$ cat src/rtl/display_bcd_pkg.sv
// Shared definitions for the display_bcd block: FSM state encoding, numeric
// limits for decimal and MM:SS display, and the active-low 7-segment glyph table.
package display_bcd_pkg;

  typedef enum logic [2:0] {
    StIdle,
    StDiv,
    StConvHi,
    StConvLo,
    StUpdate
  } state_e;

  localparam int unsigned NUM_DIGITS  = 4;
  localparam int unsigned MAX_DEC     = 9999;
  localparam int unsigned MAX_MIN     = 99;
  localparam int unsigned SEC_PER_MIN = 60;
  localparam int unsigned MAX_SEC     = SEC_PER_MIN - 1;

  localparam logic [6:0] SEG_BLANK = 7'h7F;

  // Active-low {g,f,e,d,c,b,a}; entry 0 is the rightmost element of the concatenation.
  localparam logic [15:0][6:0] GLYPH_TABLE = {
    SEG_BLANK, SEG_BLANK, SEG_BLANK, SEG_BLANK, SEG_BLANK, SEG_BLANK,  // 15..10
    7'h10,  // 9
    7'h00,  // 8
    7'h78,  // 7
    7'h02,  // 6
    7'h12,  // 5
    7'h19,  // 4
    7'h30,  // 3
    7'h24,  // 2
    7'h79,  // 1
    7'h40   // 0
  };

  function automatic logic [6:0] glyph(input logic [3:0] d);
    return GLYPH_TABLE[d];
  endfunction

endpackage

$ cat src/rtl/display_bcd_bin2bcd.sv
// bin2bcd_seq: sequential 16-bit binary to 4-digit BCD converter (shift-add-3).
// A start pulse loads bin_i and performs the first of 16 shift steps in the same
// cycle; done_o pulses for one cycle once the 16th step has been written to bcd_o.
// bcd_o holds its value until the next start.
//   clk_i   : clock
//   rst_ni  : asynchronous active-low reset
//   start_i : start pulse, samples bin_i
//   bin_i   : binary input (callers keep it <= 9999)
//   done_o  : one-cycle completion pulse
//   bcd_o   : four BCD digits, digit 3 in [15:12]
module bin2bcd_seq (
  input  logic        clk_i,
  input  logic        rst_ni,
  input  logic        start_i,
  input  logic [15:0] bin_i,
  output logic        done_o,
  output logic [15:0] bcd_o
);

  logic [15:0] bin_q;
  logic [15:0] bcd_q;
  logic [3:0]  cnt_q;
  logic        run_q;
  logic        done_q;

  // One double-dabble step: correct every nibble >= 5, then shift the next bit in.
  function automatic logic [15:0] dabble(input logic [15:0] bcd, input logic bit_in);
    logic [15:0] adj;
    for (int i = 0; i < 4; i++) begin
      adj[i*4 +: 4] = (bcd[i*4 +: 4] >= 4'd5) ? bcd[i*4 +: 4] + 4'd3 : bcd[i*4 +: 4];
    end
    return 16'({adj, bit_in});
  endfunction

  always_ff @(posedge clk_i or negedge rst_ni) begin
    if (!rst_ni) begin
      bin_q  <= '0;
      bcd_q  <= '0;
      cnt_q  <= '0;
      run_q  <= 1'b0;
      done_q <= 1'b0;
    end else begin
      done_q <= 1'b0;
      if (start_i) begin
        bcd_q <= dabble(16'h0000, bin_i[15]);
        bin_q <= {bin_i[14:0], 1'b0};
        cnt_q <= 4'd1;
        run_q <= 1'b1;
      end else if (run_q) begin
        bcd_q <= dabble(bcd_q, bin_q[15]);
        bin_q <= {bin_q[14:0], 1'b0};
        cnt_q <= cnt_q + 4'd1;
        if (cnt_q == 4'd15) begin
          run_q  <= 1'b0;
          done_q <= 1'b1;
        end
      end
    end
  end

  assign done_o = done_q;
  assign bcd_o  = bcd_q;

endmodule

$ cat src/rtl/display_bcd.sv
// display_bcd: converts a binary seconds value to four multiplexed 7-segment
// digits, either as decimal 0..9999 or as MM:SS, with saturation and leading
// zero blanking. A conversion is launched whenever {valor,modo} differs from
// the last captured pair; changes during a conversion are picked up afterwards.
//   clk    : clock, all state on rising edge
//   reseta : asynchronous active-low reset
//   valor  : binary seconds value
//   modo   : 0 = decimal, 1 = MM:SS
//   seg    : active-low segments {g,f,e,d,c,b,a}
//   an     : active-low one-hot digit enable, bit 0 = rightmost
//   dp     : active-low decimal point (colon position in MM:SS)
//   busy   : conversion in progress
//   ovf    : displayed value is saturated
module display_bcd
  import display_bcd_pkg::*;
#(
  parameter int unsigned SCAN_DIV   = 50000,
  parameter int unsigned BLANK_LEAD = 1
) (
  input  logic        clk,
  input  logic        reseta,
  input  logic [15:0] valor,
  input  logic        modo,
  output logic [6:0]  seg,
  output logic [3:0]  an,
  output logic        dp,
  output logic        busy,
  output logic        ovf
);

  localparam int unsigned CntW = (SCAN_DIV > 1) ? $clog2(SCAN_DIV) : 1;

  // Conversion FSM state
  state_e      state_q;
  logic        cap_valid_q;
  logic [15:0] last_valor_q;
  logic        last_modo_q;
  logic        busy_q;
  logic        start_q;
  logic [15:0] conv_in_q;
  logic [15:0] dvd_q;
  logic [6:0]  rem_q;
  logic [3:0]  step_q;
  logic [5:0]  secs_q;
  logic [7:0]  hi_q;
  logic        ovf_pend_q;

  // Displayed value, loaded atomically in StUpdate
  logic [NUM_DIGITS*4-1:0] digits_q;
  logic                    disp_mode_q;
  logic                    ovf_q;

  // Scan state and registered outputs
  logic [CntW-1:0] scan_cnt_q;
  logic [1:0]      idx_q;
  logic [3:0]      an_q;
  logic [6:0]      seg_q;
  logic            dp_q;

  logic        trigger;
  logic [7:0]  div_t;
  logic        div_qbit;
  logic [6:0]  div_rem_nxt;
  logic [15:0] div_dvd_nxt;
  logic        conv_start;
  logic [15:0] conv_in;
  logic        conv_done;
  logic [15:0] conv_bcd;
  logic        chain_lo;

  assign trigger = !cap_valid_q || (valor != last_valor_q) || (modo != last_modo_q);

  // One restoring-division step by 60; the dividend register fills with quotient bits.
  always_comb begin
    div_t       = {rem_q, dvd_q[15]};
    div_qbit    = (div_t >= 8'(SEC_PER_MIN));
    div_rem_nxt = div_qbit ? 7'(div_t - 8'(SEC_PER_MIN)) : div_t[6:0];
    div_dvd_nxt = {dvd_q[14:0], div_qbit};
  end

  // Seconds conversion starts on the same edge minutes finish, saving the handoff cycle.
  assign chain_lo   = (state_q == StConvHi) && conv_done;
  assign conv_start = start_q || chain_lo;
  assign conv_in    = chain_lo ? {10'd0, secs_q} : conv_in_q;

  bin2bcd_seq u_bin2bcd (
    .clk_i   (clk),
    .rst_ni  (reseta),
    .start_i (conv_start),
    .bin_i   (conv_in),
    .done_o  (conv_done),
    .bcd_o   (conv_bcd)
  );

  always_ff @(posedge clk or negedge reseta) begin
    if (!reseta) begin
      state_q      <= StIdle;
      cap_valid_q  <= 1'b0;
      last_valor_q <= '0;
      last_modo_q  <= 1'b0;
      busy_q       <= 1'b0;
      start_q      <= 1'b0;
      conv_in_q    <= '0;
      dvd_q        <= '0;
      rem_q        <= '0;
      step_q       <= '0;
      secs_q       <= '0;
      hi_q         <= '0;
      ovf_pend_q   <= 1'b0;
      digits_q     <= '0;
      disp_mode_q  <= 1'b0;
      ovf_q        <= 1'b0;
    end else begin
      start_q <= 1'b0;
      unique case (state_q)
        StIdle: begin
          if (trigger) begin
            cap_valid_q  <= 1'b1;
            last_valor_q <= valor;
            last_modo_q  <= modo;
            busy_q       <= 1'b1;
            if (modo) begin
              state_q <= StDiv;
              dvd_q   <= valor;
              rem_q   <= '0;
              step_q  <= '0;
            end else begin
              state_q <= StConvLo;
              start_q <= 1'b1;
              if (valor > 16'(MAX_DEC)) begin
                conv_in_q  <= 16'(MAX_DEC);
                ovf_pend_q <= 1'b1;
              end else begin
                conv_in_q  <= valor;
                ovf_pend_q <= 1'b0;
              end
            end
          end
        end
        StDiv: begin
          dvd_q  <= div_dvd_nxt;
          rem_q  <= div_rem_nxt;
          step_q <= step_q + 4'd1;
          if (step_q == 4'd15) begin
            state_q <= StConvHi;
            start_q <= 1'b1;
            if (div_dvd_nxt > 16'(MAX_MIN)) begin
              conv_in_q  <= 16'(MAX_MIN);
              secs_q     <= 6'(MAX_SEC);
              ovf_pend_q <= 1'b1;
            end else begin
              conv_in_q  <= div_dvd_nxt;
              secs_q     <= div_rem_nxt[5:0];
              ovf_pend_q <= 1'b0;
            end
          end
        end
        StConvHi: begin
          if (conv_done) begin
            hi_q    <= conv_bcd[7:0];
            state_q <= StConvLo;
          end
        end
        StConvLo: begin
          if (conv_done) begin
            state_q <= StUpdate;
          end
        end
        StUpdate: begin
          digits_q    <= last_modo_q ? {hi_q, conv_bcd[7:0]} : conv_bcd;
          disp_mode_q <= last_modo_q;
          ovf_q       <= ovf_pend_q;
          busy_q      <= 1'b0;
          state_q     <= StIdle;
        end
        default: state_q <= StIdle;
      endcase
    end
  end

  // Digit scan output decode
  logic [3:0] cur_digit;
  logic       blank;
  logic [3:0] an_d;
  logic [6:0] seg_d;
  logic       dp_d;

  always_comb begin
    cur_digit = digits_q[{idx_q, 2'b00} +: 4];
    blank     = 1'b0;
    // Blank when this digit and every digit above it are zero; digit 0 always shows.
    if (!disp_mode_q && (BLANK_LEAD != 0) && (idx_q != 2'd0)) begin
      blank = 1'b1;
      for (int i = 0; i < NUM_DIGITS; i++) begin
        if ((i >= int'(idx_q)) && (digits_q[i*4 +: 4] != 4'd0)) begin
          blank = 1'b0;
        end
      end
    end
    an_d  = ~(4'b0001 << idx_q);
    seg_d = blank ? SEG_BLANK : glyph(cur_digit);
    dp_d  = !(disp_mode_q && (idx_q == 2'd2));
  end

  always_ff @(posedge clk or negedge reseta) begin
    if (!reseta) begin
      scan_cnt_q <= '0;
      idx_q      <= '0;
      an_q       <= 4'hF;
      seg_q      <= SEG_BLANK;
      dp_q       <= 1'b1;
    end else begin
      if (scan_cnt_q == CntW'(SCAN_DIV - 1)) begin
        scan_cnt_q <= '0;
        idx_q      <= idx_q + 2'd1;
      end else begin
        scan_cnt_q <= scan_cnt_q + CntW'(1);
      end
      an_q  <= an_d;
      seg_q <= seg_d;
      dp_q  <= dp_d;
    end
  end

  assign seg  = seg_q;
  assign an   = an_q;
  assign dp   = dp_q;
  assign busy = busy_q;
  assign ovf  = ovf_q;

endmodule

$ cat config.mk
export PLATFORM = sky130hd
export DESIGN_NAME = display_bcd
export DESIGN_NICKNAME = d
export VERILOG_FILES = /design/src/rtl/display_bcd_pkg.sv /design/src/rtl/display_bcd_bin2bcd.sv /design/src/rtl/display_bcd.sv
export SDC_FILE = /design/constraint.sdc
export NUM_CORES = 1
export LEC_CHECK = 0
export CORE_ASPECT_RATIO = 1.25
export CORE_MARGIN = 4
export CORE_UTILIZATION = 40
export DETAILED_ROUTE_END_ITERATION = 10
export PLACE_DENSITY_LB_ADDON = 0.08
export SLEW_MARGIN = 15
export SYNTH_ARGS = -nofsm -noshare
export SYNTH_HDL_FRONTEND = slang
export SYNTH_SLANG_ARGS = --single-unit
$ cat constraint.sdc
create_clock -name clk -period 2.1 [get_ports clk]
set_input_delay 0.21 -clock clk [delete_from_list [all_inputs] [get_ports clk]]
set_output_delay 0.21 -clock clk [all_outputs]
set_load 0.02 [all_outputs]
Word-level counts from Yosys, hierarchy flattened
Memory sizes are Yosys's and may differ from the RTL's.
Cells that the tools add are included.

storage, ports and cells
  output and inout port bits = 14
  memories kept = 1
  register bits = 167
  memory bits (read-only) = 112
  word-level logic and storage cells = 155
  bits of input ports = 19

operators by class
  reduce and logical (&&, ||, !) cells = 28
  add/sub/neg operators = 9
  multiplexer cells = 61
  shifts and indexed selects = 2
  equality and inequality tests = 16
  $lt $le $gt $ge = 11
  bitwise gates (word level) = 1

memories
  name              words  width  rd ports  clocked after memory_dff  write ports  RTL line               source
  (name not given)  16     7      1         0                         0            display_bcd_pkg.sv:37  return GLYPH_TABLE[d];

operator list
  operator                                                                 count
  16-bit 2-to-1 mux                                                        14
  16-bit case mux with 2 select lines                                      2
  7-bit 2-to-1 mux                                                         5
  4-bit 2-to-1 mux                                                         7
  1-bit 2-to-1 mux                                                         20
  16-bit by 1-bit adder with 16-bit output (second input constant)         1
  16-bit equality test (second input constant)                             1
  4-bit by 3-bit >= comparator with 1-bit output (second input constant)   4
  16-bit by 14-bit > comparator with 1-bit output (second input constant)  1
  16-bit by 7-bit > comparator with 1-bit output (second input constant)   1
  16-bit inequality test                                                   1
  4-bit nonzero test                                                       4
  16-bit by 5-bit indexed part select with 4-bit output                    1
  3-bit 2-to-1 mux                                                         5
  7-bit case mux with 2 select lines                                       1
  4-bit by 2-bit adder with 4-bit output (second input constant)           3
  3-bit case mux with 4 select lines                                       1
  4-bit by 1-bit adder with 4-bit output (second input constant)           2
  4-bit equality test (second input constant)                              2
  8-bit by 6-bit >= comparator with 1-bit output (second input constant)   1
  2-bit inequality test (second input constant)                            4
  4-bit case mux with 2 select lines                                       1
  2-bit AND reduction                                                      4
  4-bit AND reduction                                                      2
  other kinds (23)                                                         40

Longest topological paths before layout
  depth after elaboration = 8
  depth in mapped cells = 8

Cells and area by module
Synthesis repeated with hierarchy kept, for this count alone.

second synthesis, totals
  cell total of the unflattened synthesis = 747
  area, all modules = 8,201.6 µm²

by module, submodules not included
  module       area each (µm²)  instances  cells an instance
  display_bcd  6,237.2          1          548
  bin2bcd_seq  1,964.4          1          199

Worst setup path before layout
Ideal clock, no wire load.

  path type = reg-to-reg
  start = reg last_valor_q[3]
  end = reg conv_in_q[1]
  data required time = 1.975 ns
  arrival = 1.826 ns
  buffers on the path = 1
  period minus slack after synthesis = 1.951 ns
  setup time = 0.125 ns
  setup slack = 0.149 ns
  cell stages (with the launch flop) = 8
  cells stage by stage = dfrtp_1 xor2_1 nor4_1 nand3_1 o211a_1 nor2_2 buf_6 mux2_4

between the ends
  word-level cells in the longest chain between the ends = 5

ends and longest elaborated chain
  what                             RTL line            source
  start, declared                  display_bcd.sv:36   logic [15:0] last_valor_q;
  start signal, assigned           display_bcd.sv:119  last_valor_q <= valor;
  16-bit inequality test           display_bcd.sv:71   assign trigger = !cap_valid_q || (valor != last_valor_q) || (modo != last_modo_q);
  1-bit logical OR (2 in a row)    display_bcd.sv:71
  2-bit inequality test (no line)  n/a
  4-bit AND reduction (no line)    n/a
  end signal, assigned             display_bcd.sv:131  conv_in_q <= 16'(MAX_DEC);
  end signal, assigned             display_bcd.sv:134  conv_in_q <= valor;
  end signal, assigned             display_bcd.sv:148  conv_in_q <= 16'(MAX_MIN);
  end, declared                    display_bcd.sv:40   logic [15:0] conv_in_q;

No other way between the ends.
A chain may end at the register's enable or synchronous reset.

Worst setup path in the final report
  start = reg last_valor_q[2]
  end = reg dvd_q[13]

between the ends
  word-level cells in the longest chain between the ends = 5

ends and longest elaborated chain
  what                             RTL line            source
  16-bit inequality test           display_bcd.sv:71
  1-bit logical OR (2 in a row)    display_bcd.sv:71
  2-bit inequality test (no line)  n/a
  3-bit AND reduction (no line)    n/a
  end signal, assigned             display_bcd.sv:124  dvd_q <= valor;
  end signal, assigned             display_bcd.sv:141  dvd_q <= div_dvd_nxt;
  end, declared                    display_bcd.sv:41   logic [15:0] dvd_q;

No other way between the ends.

==> flow_summary.yaml <==
outcome:
  status: "completed"
timing:
  fin_crit_sh: 0.998
  tns_ns: 0
  finalHoldViolCount: 0
  slew_viol_final: 0
  setup_viol: 0
  fin_skew_ns: 0.00926
  fin_ws_ns: 0.00398
  clock.fmax_mhz: 477
  maxSlewHeadroom: 0.621
  rsz0062_at_grt: "yes"
  fin_crit_ns: 2.10
  worstMarginPinSlew_ns: 0.569
global_route:
  grt_pass1_wl_mm: 29.5
  grt_pass1_vias: 5762
  grt-ovfl-total: 0
  grt_max_degree: 54
  grt_use_total: 0.166
  antenna_found_initial: 0
setup_path:
  cp-start-kind: "flip-flop"
  cp_num_buf_inv: 2
  crit_family: "simple AND/OR/NAND/NOR gates"
  crit_chain: "xor2_1 -> nor4_1 -> nand3_1 -> buf_6 -> o211ai_4 -> clkbuf_16 -> mux2i_1 -> a21oi_1"
  worstPathArrival_ns: 2.39
  cpPeakStageDelay_ns: 0.39
  crit_required_ns: 2.40
  critical_path.max_fanout: 9
  timing.setup.critical_path_class: "reg -> reg"
  cpMaxStageDelayCell: "dfrtp_1"
  end_kind: "flip-flop"
placed_design:
  dp_hpwl_mm: 13.2
  gp_congestion: 0.783
  post_dp_cell_area_mm2: 0.00902
  dp_slack_ns: -0.278
  portBuffers: 32
worst_hold_path:
  hold_class: "in -> async"
logic_synthesis:
  synth-seq-cells: 166
  ys.flop_type: "dfrtp_1"
  synth_nets: 801
  synth_top_area_share: 0.480
  synth_common_cells: "154 x dfrtp_1, 106 x nor2_1, 64 x a21oi_1, 53 x mux2i_1, 46 x nand2_1"
  synth.most_common_cell: "dfrtp_1"
  yosysSeqAreaShare: 0.519
  synth_cells: 761
  ys_types: 51
  netlist_area_mm2: 0.00803
  avgSynthCellArea_um2: 10.5
  synth_warnings: 0
  synth-edff-count: 0
  netlist_top_cells_area: "dfrtp_1 48%, mux2i_1 6.6%, nor2_1 5.0%"
  synth_top_area_cell: "dfrtp_1"
  async_flop_share: 1.00
detailed_routing:
  drc: 0
  avgViaCountPerCell: 5.10
  drt-total-wl_mm: 18.0
  drtIter0Drc: 247
  ant_nets: 0
  wl_per_cell_um: 16.2
  vias: 5670
  dr.pass1.iters: 4
power_and_ir_drop:
  p_leak_nw: 4.36
  peakVddDrop_mv: 0.615
  powerDensity_mw_per_mm2: 901
floorplanning:
  start_util: 0.409
  die_x_um: 135
  fp.dieH_um: 166
  placementRows: 57
  pin_count: 33
  core_area_mm2: 0.0196
  dieArea_mm2: 0.0224
finish:
  final_area_mm2: 0.00972
  utilization: 0.496
  final_layout_size_suffix_gt1_frac: 0.192
  nFillCells: 1788
  area_delta_synth_final_pct: 21.1
  n_antenna_cell: 0
  seq_area_mm2: 0.00417
  nNetsFinal: 874
  multi_input_area_mm2: 0.00361
clocking:
  cts_root_buffer: "clkbuf_16"
  clock_latency_ns: 0.42
  cts_buffers: 17
  cts.clk_slew.worst_paths_ns: 0.06
  h-tree-depth: 4
  cts_buffer_depth: 2
  cts_tree: "built"
  clock-sinks: 166
job:
  maxCapViolCount: 0
[worst paths after layout]
check                                     start       endpoint  slack, ns  cells past startpoint
worst max-delay path            last_valor_q[2]      dvd_q[13]      0.004                      8
worst min-delay path                     reseta  scan_cnt_q[4]       0.32                      2
worst max register to register  last_valor_q[2]      dvd_q[13]      0.004                      8
worst min register to register      disp_mode_q             dp       0.46                      1
max in group asynchronous                reseta          an[0]       1.08                      3
min in group clk                    disp_mode_q             dp       0.46                      1
[power by group]
part           switching, mW  internal [mW]  total (mW)
logic                  0.801          0.722        1.52
clock network           1.28           1.93        3.22
registers              0.448           3.57        4.02
[logic make-up after synthesis]
kind of cell / Yosys count / synth area share
mux: 99 / 0.139
xor+xnor: 43 / 0.0469
flops: 166 / 0.519
compound gates: 131 / 0.0898
simple gates: 237 / 0.136
buf+inv: 64 / 0.0355
fa+ha+maj: 21 / 0.0327
[cell type report]
| class | count | share of cell area |
|---|---|---|
| sequential | 166 | 0.429 |
| multi-input combinational | 531 | 0.371 |
| timing repair buffer | 93 | 0.0911 |
| clock buffer | 25 | 0.0598 |
| tap | 265 | 0.0341 |
| inverter | 25 | 0.00965 |
| clock inverter | 7 | 0.00515 |
[metal layers]
metal,global-route usage,share of wire,up-vias
met5,0,0,-
met4,0.0576,0.020,0
met3,0.0315,0.023,25
met2,0.303,0.54,76
met1,0.193,0.42,2804
li1,-,-,2765
[state kept, by name, summed over array words and instances, names as in the netlist, 2 cells and up]
| signal | flops |
|---|---|
| rem_q | 7 |
| hi_q | 8 |
| idx_q | 2 |
| last_valor_q | 16 |
| secs_q | 6 |
| u_bin2bcd.bcd_o | 16 |
| u_bin2bcd.bin_q | 15 |
| dvd_q | 16 |
| an | 4 |
| digits_q | 16 |
| u_bin2bcd.cnt_q | 4 |
| scan_cnt_q | 16 |
| conv_in_q | 16 |
| step_q | 4 |
| state_q | 3 |
| seg | 7 |
[repair_timing]
item	in CTS	in global routing
endpoints found under the hold margin	49	0
buffers inserted	0	1
cloned	0	1
pin swaps	0	3
hold buffers	1	0
endpoints found under the setup margin	4	35
gates resized for setup	2	6
[placed cells by master (no fill, tap or decap), types with 7 or more instances in the layout]
| master | synthesis | final |
|---|---|---|
| a21oi_1 | 64 | 64 |
| buf_4 | 0 | 50 |
| clkbuf_16 | 0 | 23 |
| clkdlybuf4s50_1 | 0 | 31 |
| dfrtp_1 | 154 | 153 |
| dfstp_2 | 12 | 12 |
| ha_1 | 21 | 21 |
| inv_1 | 25 | 25 |
| mux2_2 | 35 | 35 |
| mux2_4 | 7 | 7 |
| mux2i_1 | 53 | 53 |
| nand2_1 | 46 | 46 |
| nand3_1 | 24 | 24 |
| nor2_1 | 106 | 106 |
| nor3_1 | 13 | 13 |
| nor4_1 | 8 | 7 |
| o21ai_0 | 44 | 41 |
| xnor2_1 | 15 | 15 |
| xor2_1 | 28 | 28 |
[per-stage QoR]
step                      instances  hold WS, ns  power, mW
final                          1112        0.321       8.76
after global routing           1112        0.357       9.26
after CTS                      1110        0.325       8.88
after detailed placement       1077        0.209       5.61
after global placement         1077        0.210       5.51
after floorplan                 761      -0.0856       5.03
[worst register-to-register path, delay by kind of cell (launching register included)]
family / cells / cell delay, ns
xor+xnor: 1 / 0.17
flops: 1 / 0.39
compound gates: 2 / 0.33
mux: 1 / 0.20
simple gates: 2 / 0.48
buf+inv: 2 / 0.40
Power figures use the tool's default switching activity.
